File: config.mk
export PLATFORM = sky130hd
export DESIGN_NAME = aes_sbox_sched
export DESIGN_NICKNAME = d
export VERILOG_FILES = /design/src/rtl/aes_sbox_sched.sv
export SDC_FILE = /design/constraint.sdc
export NUM_CORES = 1
export LEC_CHECK = 0
export CORE_UTILIZATION = 45
export DETAILED_ROUTE_END_ITERATION = 12
export MAX_ROUTING_LAYER = met4
export PLACE_DENSITY_LB_ADDON = 0.15
export SYNTH_ARGS = -nofsm -noshare
export SYNTH_HDL_FRONTEND = slang
export SYNTH_SLANG_ARGS = --single-unit
File: constraint.sdc
create_clock -name clk -period 5.1 [get_ports clk]
set_input_delay 0.51 -clock clk [delete_from_list [all_inputs] [get_ports clk]]
set_output_delay 0.51 -clock clk [all_outputs]
set_load 0.01 [all_outputs]
File: src/rtl/aes_sbox_sched.sv
// Arbiter and sequencer sharing one 4-lane combinational AES S-box between the
// key-memory word path (one pass) and the encipher block path (four passes).
module aes_sbox_sched #(
  parameter int KM_PRIORITY = 1
) (
  input  logic         clk,
  input  logic         reset,
  input  logic         km_req,
  input  logic [31:0]  km_word,
  output logic         km_ack,
  output logic [31:0]  km_result,
  input  logic         enc_req,
  input  logic [127:0] enc_block,
  output logic         enc_ack,
  output logic [127:0] enc_result,
  output logic [31:0]  sboxw,
  input  logic [31:0]  new_sboxw,
  output logic         busy
);

  typedef enum logic [1:0] {IDLE, KM_SUB, ENC_SUB} state_t;

  state_t        state_reg, state_next;
  logic [1:0]    idx_reg, idx_next;
  logic          last_km_reg;
  logic          km_ack_reg, enc_ack_reg;
  logic [31:0]   km_word_reg, km_result_reg;
  logic [127:0]  block_reg;
  logic [31:0]   block_word [4];
  logic          km_elig, enc_elig, pick_km;
  logic          grant_km, grant_enc;

  // Word 0 is the most significant 32 bits of the block.
  for (genvar gi = 0; gi < 4; gi++) begin : g_words
    logic [31:0] res_word_reg;

    assign block_word[gi] = block_reg[127-32*gi -: 32];
    assign enc_result[127-32*gi -: 32] = res_word_reg;

    always_ff @(posedge clk) begin
      if (reset) begin
        res_word_reg <= 32'h0;
      end else if (state_reg == ENC_SUB && idx_reg == 2'(gi)) begin
        res_word_reg <= new_sboxw;
      end
    end
  end

  // A requester is not eligible in the cycle its own ack is showing.
  assign km_elig  = km_req & ~km_ack_reg;
  assign enc_elig = enc_req & ~enc_ack_reg;
  assign pick_km  = (KM_PRIORITY != 0) || !last_km_reg;

  always_comb begin
    state_next = state_reg;
    idx_next   = idx_reg;
    grant_km   = 1'b0;
    grant_enc  = 1'b0;
    sboxw      = 32'h0;
    case (state_reg)
      IDLE: begin
        grant_km  = km_elig & (~enc_elig | pick_km);
        grant_enc = enc_elig & ~grant_km;
        if (grant_km) begin
          state_next = KM_SUB;
        end else if (grant_enc) begin
          state_next = ENC_SUB;
          idx_next   = 2'd0;
        end
      end
      KM_SUB: begin
        sboxw      = km_word_reg;
        state_next = IDLE;
      end
      ENC_SUB: begin
        sboxw    = block_word[idx_reg];
        idx_next = idx_reg + 2'd1;
        if (idx_reg == 2'd3) begin
          state_next = IDLE;
        end
      end
      default: state_next = IDLE;
    endcase
  end

  always_ff @(posedge clk) begin
    if (reset) begin
      state_reg     <= IDLE;
      idx_reg       <= 2'd0;
      last_km_reg   <= 1'b0;
      km_ack_reg    <= 1'b0;
      enc_ack_reg   <= 1'b0;
      km_word_reg   <= 32'h0;
      km_result_reg <= 32'h0;
      block_reg     <= 128'h0;
    end else begin
      state_reg   <= state_next;
      idx_reg     <= idx_next;
      km_ack_reg  <= (state_reg == KM_SUB);
      enc_ack_reg <= (state_reg == ENC_SUB) && (idx_reg == 2'd3);
      if (grant_km) begin
        km_word_reg <= km_word;
        last_km_reg <= 1'b1;
      end
      if (grant_enc) begin
        block_reg   <= enc_block;
        last_km_reg <= 1'b0;
      end
      if (state_reg == KM_SUB) begin
        km_result_reg <= new_sboxw;
      end
    end
  end

  assign km_ack    = km_ack_reg;
  assign enc_ack   = enc_ack_reg;
  assign km_result = km_result_reg;
  assign busy      = (state_reg != IDLE);

endmodule

==> summary.md <==
| Metric | Value |
|---|---|
| Status | finished, final reports clean |
| Global route total overflow | 0 |
| Synthesized flop and latch total | 326 |
| Clock network fraction of design power | 0.410 |
| Fmax | 0.270 GHz |
| Final instance area | 18500 sq um |
| Period minus WS final | 3.70 ns |
| DR DRC count | 0 |
| Top post-synthesis cells by area | dfxtp_1, a21oi_1, nand2_1, o31ai_1, nand4_1 |
| Final Hold Viols | 0 |
| Via count | 12.7k |
| Post-route ant nets | 0 |
| Synth area leader | dfxtp_1 |
| Placed Area | about 17000 sq um |
| Crit end category | output pin |
| P per Cell Area | about 330 nW/um^2 |
| Count of final setup violators | 0 |
| Worst Setup Start Kind | flop |
| Die Wd | 175 um |
| Worst path slowest cell | dfxtp_2 |
| WS Path Type | flop to output pin |
| Min-delay worst type | flop to flop |
| Via-per-instance ratio | 5.71 |
| Total CTS buffers | 36 |
| Actual slew at the worst max-slew pin | 1.28 ns |
| Post-CTS sizing | 0 |
| Fin Setup TNS | 0 ns |
| Routed WL | between 40000 and 50000 um |
| Layout cells sized above 1 | 0.0615 |
| Syn avg cell area | 8.76 sq um |
| Final period utilization | 0.725 |
| Detailed Place HPWL | 28500 um |
| First-pass GRT wire length | 68300 um |
| CTS Hold Buffers Added | 0 |
| Clk Tree Root Cell | clkbuf_16 |
| Reg2reg start | state_reg[0]$_SDFFE_PP0P_ |
| Switching pwr | 0.00159 W |
| Routed len/inst | 19.8 um |
| Total track usage | 0.288 |
| Yosys warns | 0 |
| Net Sw Frac | 0.260 |
| Flop pwr share | 0.447 |
| Critical path data required time | 4.59 ns |
| Setup repair after global routing missed its margin | no |
| Share of the synthesized area in the top cell type | 0.483 |
| Nets | 2022 |
| Worst Reg-to-Reg Cells | 6 |
| # H-tree levels | 2 |
| CTS tree | yes |
| Post-CTS setup buffers | 0 |
| Port bufs | 390 |
| Number of I/O pins | just under 400 |
| TritonRoute pass-1 iters | 5 |
| Internal power | 0.00455 W |
| Endpoint, Worst Hold | g_words[3].res_word_reg[26]$_SDFFE_PP0P_ |
| Total of max-cap violations | 0 |
| P&R area growth vs syn | 37.0% |
| Max_slew headroom | 0.144 |
| Die area | 30700 sq um |
| FF-to-FF End | block_reg[2]$_SDFFE_PP0P_ |
| Worst-Skew Late Latency | 0.51 ns |
| Clock slew at reported path FFs | 0.06 ns |
| Post-Syn Area | around 14000 sq um |
| Num rows | 63 |
| Routability Congestion | approximately 0.86 |
| Leak pwr | around 6.3 nW |
| Initial Utilization | 0.457 |
| R2R setup slack | 2.23 ns |
| Crit path buf inv count | 2 |
| Seq/Total Area, Yosys | 0.483 |
| Largest stage delay, worst path | ~0.83 ns |
| Hold path depth | 2 |
| Largest net degree at the start of global routing | 140 |
| Via count of the first global-routing pass | 12.1k |
| Commonest non-fill, non-tap cell in the layout | clkdlybuf4s50_1 |
| Distinct cell type count of the synthesized netlist | 29 |
| Clock sink count | 326 |
| Clk buf depth | 3 |
| Critical-path cell list | buf_4 -> mux4_1 -> a32o_1 -> clkdlybuf4s50_1 |
| Combinational power share | 0.143 |
| Chip height | 175 um |
| Skew final | 0.0142 ns |
| Critical path data arrival time | 3.19 ns |
| Initial antenna violation count | 2 |
| Gate Count Post-Synth | 1544 |
| Worst Path Max Fanout | 21 |
| CORE AREA | 29600 sq um |
| Crit-path leading delay family | buffers and inverters |
| Final Max Tran Viols | 0 |
| DRT iter0 DRCs | 1068 |
| Synthesized Nets | ~1.7k |
| HP Start | g_words[3].res_word_reg[26]$_SDFFE_PP0P_ |
| Peak supply drop | between 200 and 300 uV |
| Most frequent cells in the layout | clkdlybuf4s50_1, nand2_1, dfxtp_1 |
## how the worst max path moves through the flow
stage	start	end	slack, ns	cells after the start
floorplan	state_reg[0]$_SDFFE_PP0P_	sboxw[10]	3.20	6
global route	idx_reg[0]$_SDFFE_PP0P_	sboxw[6]	1.27	4
finish	idx_reg[0]$_SDFFE_PP0P_	sboxw[6]	1.40	4
CTS	idx_reg[0]$_SDFFE_PP0P_	sboxw[6]	1.35	4
global placement	idx_reg[0]$_SDFFE_PP0P_	sboxw[6]	1.94	4
detailed placement	idx_reg[0]$_SDFFE_PP0P_	sboxw[6]	1.92	4
## layout make-up
type,count,area [sq um]
Antenna cell,3,7.51
Clock buffer,49,1030
Clock inverter,8,92.6
Fill cell,2580,11000
Inverter,6,25.0
Multi-Input combinational cell,1034,6210
Sequential cell,326,6530
Tap cell,390,488
Timing Repair Buffer,414,4140
## power by group through the flow
stage	clock network, W	registers, W	logic [W]
final	0.00252	0.00274	0.000879
after global routing	0.00267	0.00275	0.000947
after CTS	0.00256	0.00274	0.000876
after detailed placement	0	0.00279	0.000871
after global placement	0	0.00279	0.000863
after floorplan	0	0.00279	0.000489
## metal layers
metal | part of all wire | vias to the layer above | GRT usage
met5 | 0 | - | -
met4 | 0.033 | 0 | 0.111
met3 | 0.083 | 87 | 0.0714
met2 | 0.46 | 514 | 0.451
met1 | 0.42 | 6048 | 0.359
li1 | - | 6077 | -
## synthesized netlist by cell type
cell type  instances
nand3_1            2
nand3b_1           1
mux4_1             4
a31oi_1            2
nor3b_1            1
nand2_1          327
clkbuf_1          74
dfxtp_1          326
a22o_1            31
nor4_1             1
o21bai_1           1
buf_2             86
and2_1             6
mux4_2            28
o21ai_0            1
a21oi_1          289
a32o_1             1
nand2b_1           2
o31ai_1          128
buf_6              4
ha_1               8
nand4_1          128
clkbuf_2           1
nor2_1            33
and3b_1            1
inv_1              6
nor2b_1            5
buf_1             13
mux2i_1           34
## kinds of logic after synthesis
family                   synth area share
AO/OA/AOI/OAI                       0.201
adder cells (fa/ha/maj)           0.00740
flip-flops                          0.483
buffers and inverters              0.0614
AND/OR/NAND/NOR                     0.168
multiplexers                       0.0796
## worst register-to-register path, delay by kind of cell (launching register included)
kind / cells / cell delay (ns)
buf+inv: 3 / 1.16
flops: 1 / 0.32
compound gates: 2 / 0.49
fa+ha+maj: 1 / 0.74
## through the flow
step                      std cells  setup WS (ns)  utilization  power, W  hold slack (ns)
final                          2230           1.40        0.627   0.00614            0.451
after global routing           2229           1.27        0.626   0.00637            0.470
after CTS                      2227           1.35        0.626   0.00618            0.453
after detailed placement       2170           1.92        0.588   0.00367            0.446
after global placement         2170           1.94        0.588   0.00365            0.441
after floorplan                1544           3.20            -   0.00327            0.436
(Power assumes the default switching activity.)
